**config.mk**
```make
export PLATFORM = sky130hd
export DESIGN_NAME = bs_arbtr_rr_bp_flat
export DESIGN_NICKNAME = d
export VERILOG_FILES = /design/src/rtl/bs_arbtr_rr_bp_if.sv /design/src/rtl/bs_arbtr_rr_bp.sv /design/src/flat_wrapper.sv
export SDC_FILE = /design/constraint.sdc
export NUM_CORES = 1
export LEC_CHECK = 0
export BUFFER_PORTS_ARGS = -buffer_cell sky130_fd_sc_hd__buf_2
export CAP_MARGIN = 20
export CORE_MARGIN = 5
export CORE_UTILIZATION = 49
export CTS_CLUSTER_SIZE = 28
export DETAILED_ROUTE_END_ITERATION = 12
export PLACE_DENSITY = 0.83
export SYNTH_ARGS = -nofsm -noshare
export SYNTH_HDL_FRONTEND = slang
export SYNTH_SLANG_ARGS = --single-unit
```
**constraint.sdc**
```tcl
create_clock -name clk -period 2.66 [get_ports clk]
set_clock_uncertainty 0.15 [all_clocks]
set_input_delay 0.133 -clock clk [delete_from_list [all_inputs] [get_ports clk]]
set_output_delay 0.133 -clock clk [all_outputs]
set_load 0.05 [all_outputs]
```
**src/rtl/bs_arbtr_rr_bp_if.sv**
```systemverilog
// Packet bus bundle between the arbiter and the devices: FIFO heads,
// back-pressure, pop/push strobes, shared push data and status.
interface bs_arbtr_rr_bp_if #(
    parameter int drvrs   = 4,
    parameter int pckg_sz = 16,
    parameter int cnt_w   = 16
);
    logic [drvrs-1:0]         pndng;
    logic [drvrs*pckg_sz-1:0] D_pop;
    logic [drvrs-1:0]         full;
    logic [drvrs-1:0]         pop;
    logic [drvrs-1:0]         push;
    logic [pckg_sz-1:0]       D_push;
    logic                     busy;
    logic [3:0]               grant_id;
    logic [cnt_w-1:0]         drop_cnt;

    modport master (
        input  pndng, D_pop, full,
        output pop, push, D_push, busy, grant_id, drop_cnt
    );

    modport slave (
        output pndng, D_pop, full,
        input  pop, push, D_push, busy, grant_id, drop_cnt
    );
endinterface

```
**src/rtl/bs_arbtr_rr_bp.sv**
```systemverilog
// Packet bus arbiter: grants one device at a time (round-robin or fixed
// priority), pops its packet, decodes the destination and pushes it to one
// device or, on broadcast, to every other device, honouring back-pressure.
//
// state   | meaning
// IDLE    | waiting for any pndng, selects the grant
// POP     | pop strobe to the granted device, capture its FIFO head
// ROUTE   | decode destination, drop invalid packets or load the push bus
// DELIVER | wait until every target has room, then push once
module bs_arbtr_rr_bp #(
    parameter int         drvrs     = 4,
    parameter int         pckg_sz   = 16,
    parameter logic [7:0] broadcast = 8'hFF,
    parameter int         arb_mode  = 0,
    parameter int         cnt_w     = 16
) (
    input logic              clk,
    input logic              reset,
    bs_arbtr_rr_bp_if.master bus
);
    typedef enum logic [1:0] {IDLE, POP, ROUTE, DELIVER} state_t;

    state_t             r_state;
    logic [3:0]         r_g;
    logic [3:0]         r_last;
    logic [3:0]         r_grant;
    logic [drvrs-1:0]   r_pop;
    logic [drvrs-1:0]   r_tgt;
    logic [pckg_sz-1:0] r_pkt;
    logic [pckg_sz-1:0] r_dpush;
    logic [cnt_w-1:0]   r_drop;

    logic [3:0]         w_sel;
    logic [drvrs-1:0]   w_hi;
    logic [drvrs-1:0]   w_cand;
    logic [drvrs-1:0]   w_tgt;
    logic [pckg_sz-1:0] w_head;
    logic [7:0]         w_dest;
    logic               w_drop;

    function automatic logic [3:0] lowest_set(input logic [drvrs-1:0] v);
        logic [3:0] idx;
        idx = '0;
        for (int i = drvrs - 1; i >= 0; i--) begin
            if (v[i]) idx = 4'(i);
        end
        return idx;
    endfunction

    // Grant pick: round-robin prefers requesters above the last grant and
    // wraps to the lowest index; fixed priority always takes the lowest.
    always_comb begin
        w_hi   = bus.pndng & ~((drvrs'(2) << r_last) - drvrs'(1));
        w_cand = bus.pndng;
        if (arb_mode == 0 && w_hi != '0) w_cand = w_hi;
        w_sel = lowest_set(w_cand);
    end

    // FIFO head of the granted device.
    always_comb begin
        w_head = '0;
        for (int i = 0; i < drvrs; i++) begin
            if (r_g == 4'(i)) w_head = bus.D_pop[i*pckg_sz +: pckg_sz];
        end
    end

    // Destination decode of the captured packet; broadcast excludes the source.
    always_comb begin
        w_dest = r_pkt[pckg_sz-1 -: 8];
        w_tgt  = '0;
        w_drop = 1'b0;
        if (w_dest == broadcast) begin
            w_tgt = ~(drvrs'(1) << r_g);
        end else if (int'(w_dest) < drvrs && w_dest != 8'(r_g)) begin
            w_tgt = drvrs'(1) << w_dest;
        end else begin
            w_drop = 1'b1;
        end
    end

    // Main sequencer: grant, pop, route, deliver.
    always_ff @(posedge clk) begin
        if (!reset) begin
            r_state <= IDLE;
            r_g     <= '0;
            r_last  <= 4'(drvrs - 1);
            r_grant <= '0;
            r_pop   <= '0;
            r_tgt   <= '0;
            r_pkt   <= '0;
            r_dpush <= '0;
            r_drop  <= '0;
        end else begin
            case (r_state)
                IDLE: begin
                    if (bus.pndng != '0) begin
                        r_g     <= w_sel;
                        r_pop   <= drvrs'(1) << w_sel;
                        r_state <= POP;
                    end
                end
                POP: begin
                    r_pop   <= '0;
                    r_pkt   <= w_head;
                    r_grant <= r_g;
                    r_state <= ROUTE;
                end
                ROUTE: begin
                    if (w_drop) begin
                        if (r_drop != '1) r_drop <= r_drop + cnt_w'(1);
                        r_last  <= r_g;
                        r_state <= IDLE;
                    end else begin
                        r_tgt   <= w_tgt;
                        r_dpush <= r_pkt;
                        r_state <= DELIVER;
                    end
                end
                DELIVER: begin
                    if ((r_tgt & bus.full) == '0) begin
                        r_last  <= r_g;
                        r_state <= IDLE;
                    end
                end
                default: r_state <= IDLE;
            endcase
        end
    end

    // Push reacts to full in the same cycle so delivery fires as soon as all targets free up.
    assign bus.push     = (r_state == DELIVER && (r_tgt & bus.full) == '0) ? r_tgt : '0;
    assign bus.pop      = r_pop;
    assign bus.D_push   = r_dpush;
    assign bus.busy     = (r_state != IDLE);
    assign bus.grant_id = r_grant;
    assign bus.drop_cnt = r_drop;
endmodule

```
**src/flat_wrapper.sv**
```systemverilog
// flat-port wrapper written by rule: the top's interface ports become plain ports
module bs_arbtr_rr_bp_flat 
#(
    parameter int         drvrs     = 4,
    parameter int         pckg_sz   = 16,
    parameter logic [7:0] broadcast = 8'hFF,
    parameter int         arb_mode  = 0,
    parameter int         cnt_w     = 16
)
  (clk, reset, bus_pndng, bus_D_pop, bus_full, bus_pop, bus_push, bus_D_push, bus_busy, bus_grant_id, bus_drop_cnt);
  bs_arbtr_rr_bp_if #(.drvrs(drvrs), .pckg_sz(pckg_sz), .cnt_w(cnt_w)) bus_i ();
  input logic clk;
  input logic reset;
  input wire logic [$bits(bus_i.pndng)-1:0] bus_pndng;
  input wire logic [$bits(bus_i.D_pop)-1:0] bus_D_pop;
  input wire logic [$bits(bus_i.full)-1:0] bus_full;
  output wire logic [$bits(bus_i.pop)-1:0] bus_pop;
  output wire logic [$bits(bus_i.push)-1:0] bus_push;
  output wire logic [$bits(bus_i.D_push)-1:0] bus_D_push;
  output wire logic [$bits(bus_i.busy)-1:0] bus_busy;
  output wire logic [$bits(bus_i.grant_id)-1:0] bus_grant_id;
  output wire logic [$bits(bus_i.drop_cnt)-1:0] bus_drop_cnt;
  assign bus_i.pndng = bus_pndng;
  assign bus_i.D_pop = bus_D_pop;
  assign bus_i.full = bus_full;
  assign bus_pop = bus_i.pop;
  assign bus_push = bus_i.push;
  assign bus_D_push = bus_i.D_push;
  assign bus_busy = bus_i.busy;
  assign bus_grant_id = bus_i.grant_id;
  assign bus_drop_cnt = bus_i.drop_cnt;
  bs_arbtr_rr_bp #(.drvrs(drvrs), .pckg_sz(pckg_sz), .broadcast(broadcast), .arb_mode(arb_mode), .cnt_w(cnt_w)) u_core (.clk(clk), .reset(reset), .bus(bus_i));
endmodule
```
==> results of run 1 <==
==> worst max path at each step <==
stage	cells past startpoint	slack, ns	to	start
floorplan	7	0.46	u_core.bus.drop_cnt[1]	u_core.bus.drop_cnt[0]
global placement	6	0.43	u_core.bus.D_push[4]	u_core.r_pkt[9]
global route	6	0.06	u_core.bus.D_push[0]	u_core.r_pkt[9]
detailed placement	6	0.30	u_core.bus.D_push[0]	u_core.r_pkt[9]
finish	6	0.25	u_core.bus.D_push[0]	u_core.r_pkt[9]
CTS	6	0.26	u_core.bus.D_push[0]	u_core.r_pkt[9]
==> sequential cells by signal, summed over array words and instances, names as in the netlist <==
register             cells
u_core.bus.pop           4
u_core.bus.D_push       16
u_core.r_last            2
u_core.r_pkt            16
u_core.r_tgt             4
u_core.r_g               2
u_core.r_state           2
u_core.bus.drop_cnt     16
u_core.bus.grant_id      2
==> area by class of cell <==
class | count | area, um^2
flip-flops and latches | 64 | 1281
fillers | 544 | 2331
well taps | 77 | 96.34
multi-input cells | 270 | 1759
inverters | 7 | 26.28
repair buffers | 123 | 635.6
clock inverters | 6 | 82.58
clock buffers | 10 | 137.6
==> cell usage after synthesis, types with 2 or more instances <==
cell type and instances:
mux2i_1 4, and2_1 6, nand4_1 6, or3_1 6, buf_4 2, a211oi_1 2, xor2_1 3, nand3_1 16
nand2_1 78, nand2b_1 8, o21ai_0 10, a31o_1 6, a21oi_1 48, or4_1 4, a22oi_1 2, nor2_1 9
mux4_2 16, buf_1 3, inv_1 7, nor3_1 2, o21bai_1 2, nor2b_1 3, o211ai_1 3, buf_2 9
and3_1 4, dfxtp_1 64, nor3b_1 2, clkbuf_1 12, o31ai_1 5, and4_1 3
==> timing repair <==
item                                   4_1_cts  5_1_grt
setup buffers                                0        0
endpoints found under the hold margin        2        0
hold buffers                                 1        0
==> report_power, final <==
group | internal, W | leakage (nW) | switching (W) | total [W]
clock network | 0.000548 | 0.112 | 0.000368 | 0.000916
logic | 0.000220 | 1.05 | 0.000303 | 0.000523
registers | 0.00101 | 0.519 | 0.0000472 | 0.00106
total | 0.00178 | 1.68 | 0.000718 | 0.00250
==> through the flow <==
step | std cells | power (W) | area (um^2) | hold slack, ns | util, %
3_5_place_dp | 540 | 0.001599 | 3789 | 0.2972 | 59.67
6_report | 557 | 0.002497 | 4019 | 0.1054 | 63.29
2_1_floorplan | 368 | 0.001463 | 3194 | 0.2626 | -
4_1_cts | 557 | 0.002511 | 4019 | 0.1051 | 63.29
3_3_place_gp | 540 | 0.001582 | 3789 | 0.2897 | 59.67
5_1_grt | 557 | 0.002618 | 4019 | 0.1294 | 63.29
==> logic make-up after synthesis <==
group | count (synthesis) | share of synthesized area, %
and+or+nand+nor | 152 | 23.06
AOI/OAI and AO/OA | 92 | 18.08
DFF | 64 | 40.16
buffers and inverters | 34 | 4.823
muxes | 20 | 12.55
xor gates and xnor gates | 3 | 0.8237
adders and majority gates | 1 | 0.3921
other | 1 | 0.1175
==> layer usage <==
layer | GRT usage [%] | share of wire [%] | up-vias
met2 | 35.90 | 51 | 129
met4 | 7.692 | 1.4 | 0
met3 | 6.500 | 8.2 | 10
met5 | 0 | 0 | -
met1 | 24.87 | 40 | 1470
li1 | - | - | 1536
==> worst register-to-register path, delay by kind of cell, from the launching register on <==
| kind | cells | cell delay, ns |
|---|---|---|
| AND/OR/NAND/NOR | 1 | 0.07 |
| flip-flops | 1 | 0.46 |
| AO/OA/AOI/OAI | 3 | 1.19 |
| buffers and inverters | 1 | 0.29 |
| XOR/XNOR | 1 | 0.18 |
==> impl_metrics.csv, run 1 <==
group,metric,value,unit
critical_path,r2r_cells,6,
synthesis,syn_area_per_cell,8.694,um^2
synthesis,ys_types,52,
detailed_routing,routedWlPerCell,15.30,um
clock_network,clockRootBuffer,"clkbuf_8",
global_routing,antenna_found_initial,0,
sta,max_slew.worst_pin.slew,0.9754,ns
critical_path,cp.arrival,2.52,ns
hold_path,hp-class,"in2reg",
clock_network,clkSlewWorstSetupHoldPaths,0.07,ns
sta,tns,0,ns
critical_path,critPathKind,"reg2reg",
clock_network,htree_levels,3,
detailed_routing,drc,0,
critical_path,crit_fanout,15,
critical_path,r2r_slack,0.25,ns
detailed_routing,wl,8522,um
final_layout,final_common_cell,"buf_2",
flow_run,max_cap_viol_count,0,
power_and_ir_drop,p_leak,1.679,nW
final_layout,layout_common_cells,"116 x buf_2, 78 x nand2_1, 64 x dfxtp_1",
sta,fmax,415.8,MHz
critical_path,worstSetupEndpointType,"flip-flop",
sta,finalSetupViolCount,0,
clock_network,post_cts_resized,0,
sta,min_period,2.405,ns
detailed_routing,drt_iter0_markers,171,
critical_path,rr_endpoint,"u_core.bus.D_push[0]",
detailed_routing,antenna_left,0,
global_routing,grt_max_degree,39,
global_routing,grt_first_pass_wirelength,14290,um
die,die_x,90.69,um
die,die_area,8225,um^2
clock_network,cts_sinks,64,
clock_network,cts_buffers,9,
hold_path,hp-start,"bus_full[2]",
detailed_routing,viasPerCell,5.646,
synthesis,synth_area_leaders,"dfxtp_1 40%, mux4_2 11%, nand2_1 9.2%, a21oi_1 7.5%, nand3_1 2.5%",
power_and_ir_drop,p_per_area,621.2,nW/um^2
hold_path,hold_depth,5,
status,status,"completed",
sta,final_hold_viol_count,0,
global_routing,grt_pass1_vias,3150,
critical_path,cp_data_required_time,2.78,ns
sta,setup_slack,0.2548,ns
sta,max_slew_margin,34.54,%
final_layout,area_growth,25.96,%
detailed_routing,first_pass_iters,4,
final_layout,antennaDiodeCount,0,
synthesis,synthArstFlopShare,0,%
place,dp_hpwl,6486,um
critical_path,cp_cell_sequence,"xor2_1, o211a_1, o21ai_1, buf_4, nand2_1, a21oi_1",
die,core_region_area,6350,um^2
power_and_ir_drop,ir_drop,0.3446,mV
place,globalplace.congestion,0.8486,
critical_path,cp.buffers_inverters,1,
die,initial_core_util,50.25,%
die,std_cell_rows,29,
clock_network,clk_path_buf_depth,2,
clock_network,insertion_delay,0.34,ns
critical_path,critPathLaunchType,"flip-flop",
final_layout,drive_above_1_share,33.13,%
die,die_height,90.69,um
sta,fin_crit_sh,90.42,%
global_routing,grt_use_total,21.11,%
synthesis,ys.flop_type,"dfxtp_1",
die,ioPinCount,119,
place,dp_slack,0.3044,ns
sta,rsz0062_at_grt,"no",
detailed_routing,via_count,3145,
sta,drv_slew,0,
synthesis,synth_warnings,0,
synthesis,netlist_area,3191,um^2
synthesis,synth_sequential_area_ratio,40.16,%
critical_path,max_stage_delay,0.76,ns
global_routing,grt_overflow_total,0,
synthesis,synth_edf_count,0,
final_layout,nNetsFinal,550,
synthesis,synthCells,367,
hold_path,holdPathEnd,"u_core.r_state[1]",
synthesis,yosys.area.top_type_share,40.16,%
critical_path,critPathSlowestCell,"o21ai_1",
synthesis,ys_ff_latch,64,
synthesis,yosys.area.top_type,"dfxtp_1",
clock_network,cts_tree,"done",
critical_path,r2r-start,"u_core.r_pkt[9]",
critical_path,cp_top_family,"compound AO/OA/AOI/OAI gates",
place,numPortBuffers,116,
Power figures use the tool's default switching activity.
==> run 2: changes to the inputs <==
- CELL_PAD_IN_SITES_DETAIL_PLACEMENT: not set -> 1
- CELL_PAD_IN_SITES_GLOBAL_PLACEMENT: not set -> 1
- CORE_UTILIZATION: 49 -> 36
- PLACE_DENSITY: 0.83 -> 0.84
- clock period: 2.66 -> 2.7 ns (I/O delays scaled with it)
==> impl_metrics.csv, run 2 (synthesized netlist as in run 1, its figures left out) <==
group,metric,value,unit
detailed_routing,viasPerCell,5.354,
critical_path,critPathLaunchType,"flip-flop",
detailed_routing,met3WireLength,541,um
global_routing,antenna_found_initial,0,
detailed_routing,antenna_left,0,
clock_network,cts_buffers,9,
die,initial_core_util,36.76,%
die,core_region_area,8678,um^2
power_and_ir_drop,ir_drop,0.1858,mV
final_layout,fin_area,4031,um^2
sta,max_slew.worst_pin.slew,0.8286,ns
critical_path,critPathKind,"reg2reg",
global_routing,grt_use_total,17.45,%
clock_network,post_cts_buffers,0,
power_and_ir_drop,clockPowerShare,33.7,%
final_layout,layout_common_cells,"116 x buf_2, 78 x nand2_1, 64 x dfxtp_1",
critical_path,r2r-start,"u_core.bus.drop_cnt[0]",
sta,finalSetupViolCount,0,
hold_path,hp-class,"in2reg",
place,globalplace.congestion,0.7866,
sta,fmax,411.1,MHz
detailed_routing,drt_iter0_markers,73,
die,ioPinCount,119,
clock_network,post_cts_resized,0,
critical_path,r2r_cells,6,
place,dp_hpwl,7201,um
critical_path,max_stage_delay,0.57,ns
global_routing,grt_overflow_total,0,
flow_run,max_cap_viol_count,0,
critical_path,crit_fanout,12,
clock_network,clkSlewWorstSetupHoldPaths,0.07,ns
critical_path,cp_cell_sequence,"ha_1, and4_1, nand4_1, nand4_1, or4_1, a21oi_1",
die,die_area,10850,um^2
critical_path,r2r_slack,0.27,ns
detailed_routing,met1_length,3947,um
critical_path,endpoint,"u_core.bus.drop_cnt[8]",
sta,fin_crit_sh,90.10,%
global_routing,grt_max_degree,23,
global_routing,grt_pass1_vias,3407,
clock_network,insertion_delay,0.34,ns
final_layout,final_common_cell,"buf_2",
detailed_routing,drc,0,
clock_network,cts_sinks,64,
die,die_height,104.1,um
status,status,"completed",
clock_network,cts_hold_buf,1,
power_and_ir_drop,p_int,0.001655,W
power_and_ir_drop,p_sw_share,29.78,%
global_routing,grt_first_pass_wirelength,15790,um
sta,tns,0,ns
sta,final_hold_viol_count,0,
detailed_routing,highest_layer,"met4",
critical_path,worstSetupEndpointType,"flip-flop",
critical_path,rr_endpoint,"u_core.bus.drop_cnt[8]",
power_and_ir_drop,p_leak,1.670,nW
power_and_ir_drop,p_per_area,584.7,nW/um^2
clock_network,clk_path_buf_depth,2,
clock_network,htree_levels,3,
sta,rsz0062_at_grt,"no",
detailed_routing,wl,9267,um
detailed_routing,first_pass_iters,4,
sta,drv_slew,0,
final_layout,area_growth,26.35,%
sta,max_slew_margin,44.76,%
clock_network,clockRootBuffer,"clkbuf_8",
sta,min_period,2.433,ns
final_layout,nNetsFinal,551,
die,std_cell_rows,34,
final_layout,antennaDiodeCount,0,
critical_path,critPathLaunch,"u_core.bus.drop_cnt[0]",
final_layout,drive_above_1_share,32.92,%
detailed_routing,routedWlPerCell,15.76,um
detailed_routing,wl_met2,4635,um
critical_path,cp_data_required_time,2.82,ns
clock_network,cts_tree,"done",
critical_path,cp.arrival,2.55,ns
die,die_x,104.1,um
critical_path,path_common_cell,"nand4_1",
place,placed_area,3835,um^2
power_and_ir_drop,pwr-share-seq,44.2,%
place,numPortBuffers,116,
power_and_ir_drop,combPwrFrac,22.1,%
power_and_ir_drop,p_total,0.002357,W
detailed_routing,via_count,3148,
critical_path,critPathSlowestCell,"or4_1",
power_and_ir_drop,netSwitchingPower,0.0007018,W
[run 2: changes by cell type in the layout (fill, tap and decap cells not counted)]
cell and change:
buf_4 +1, bufinv_16 -1, clkbuf_1 +1, clkinvlp_4 -1
[run 2: power by group through the flow]
| stage | combinational, W | clock, W | sequential (W) |
|---|---|---|---|
| 6_report | 0.000520 | 0.000795 | 0.00104 |
| 5_1_grt | 0.000574 | 0.000861 | 0.00105 |
| 4_1_cts | 0.000528 | 0.000820 | 0.00104 |
| 3_5_place_dp | 0.000525 | 0 | 0.00106 |
| 3_3_place_gp | 0.000508 | 0 | 0.00106 |
| 2_1_floorplan | 0.000355 | 0 | 0.00109 |
[run 2: critical path, delay by kind of cell, from the launching register on]
kind	cells	cell delay [ns]
and+or+nand+nor	4	1.45
AOI/OAI and AO/OA	1	0.15
DFF	1	0.36
adders and majority gates	1	0.26
[run 2: layout make-up]
type / count / area (um^2)
fillers: 1082 / 4647
multi-input cells: 270 / 1759
flip-flops and latches: 64 / 1281
repair buffers: 124 / 643.1
clock buffers: 11 / 141.4
well taps: 108 / 135.1
clock inverters: 4 / 45.04
inverters: 7 / 26.28
[run 2: worst min path at each step]
stage | startpoint | end | slack (ns) | depth (start not counted)
detailed placement | u_core.r_pkt[4] | u_core.bus.D_push[4] | 0.30 | 2
CTS | bus_full[2] | u_core.r_state[1] | 0.09 | 5
finish | bus_full[2] | u_core.r_state[1] | 0.11 | 5
global route | bus_D_pop[59] | u_core.r_pkt[11] | 0.14 | 4
global placement | u_core.r_pkt[2] | u_core.bus.D_push[2] | 0.29 | 2
floorplan | bus_pndng[0] | u_core.r_g[1] | 0.26 | 3
[run 2: routing by layer]
layer  up-vias  global-route usage, %
met4         0                  5.828
met2        97                  31.01
met5         -                      0
met3        14                  4.345
li1       1536                      -
met1      1501                  20.36
[run 2: through the flow]
stage	setup WS (ns)	hold WS, ns	instances	utilization (%)
after floorplan	0.4992	0.2646	368	-
after global placement	0.4391	0.2908	572	44.19
after detailed placement	0.3154	0.2980	572	44.19
after CTS	0.2697	0.08996	588	46.45
after global routing	0.1277	0.1386	588	46.45
final	0.2672	0.1149	588	46.45
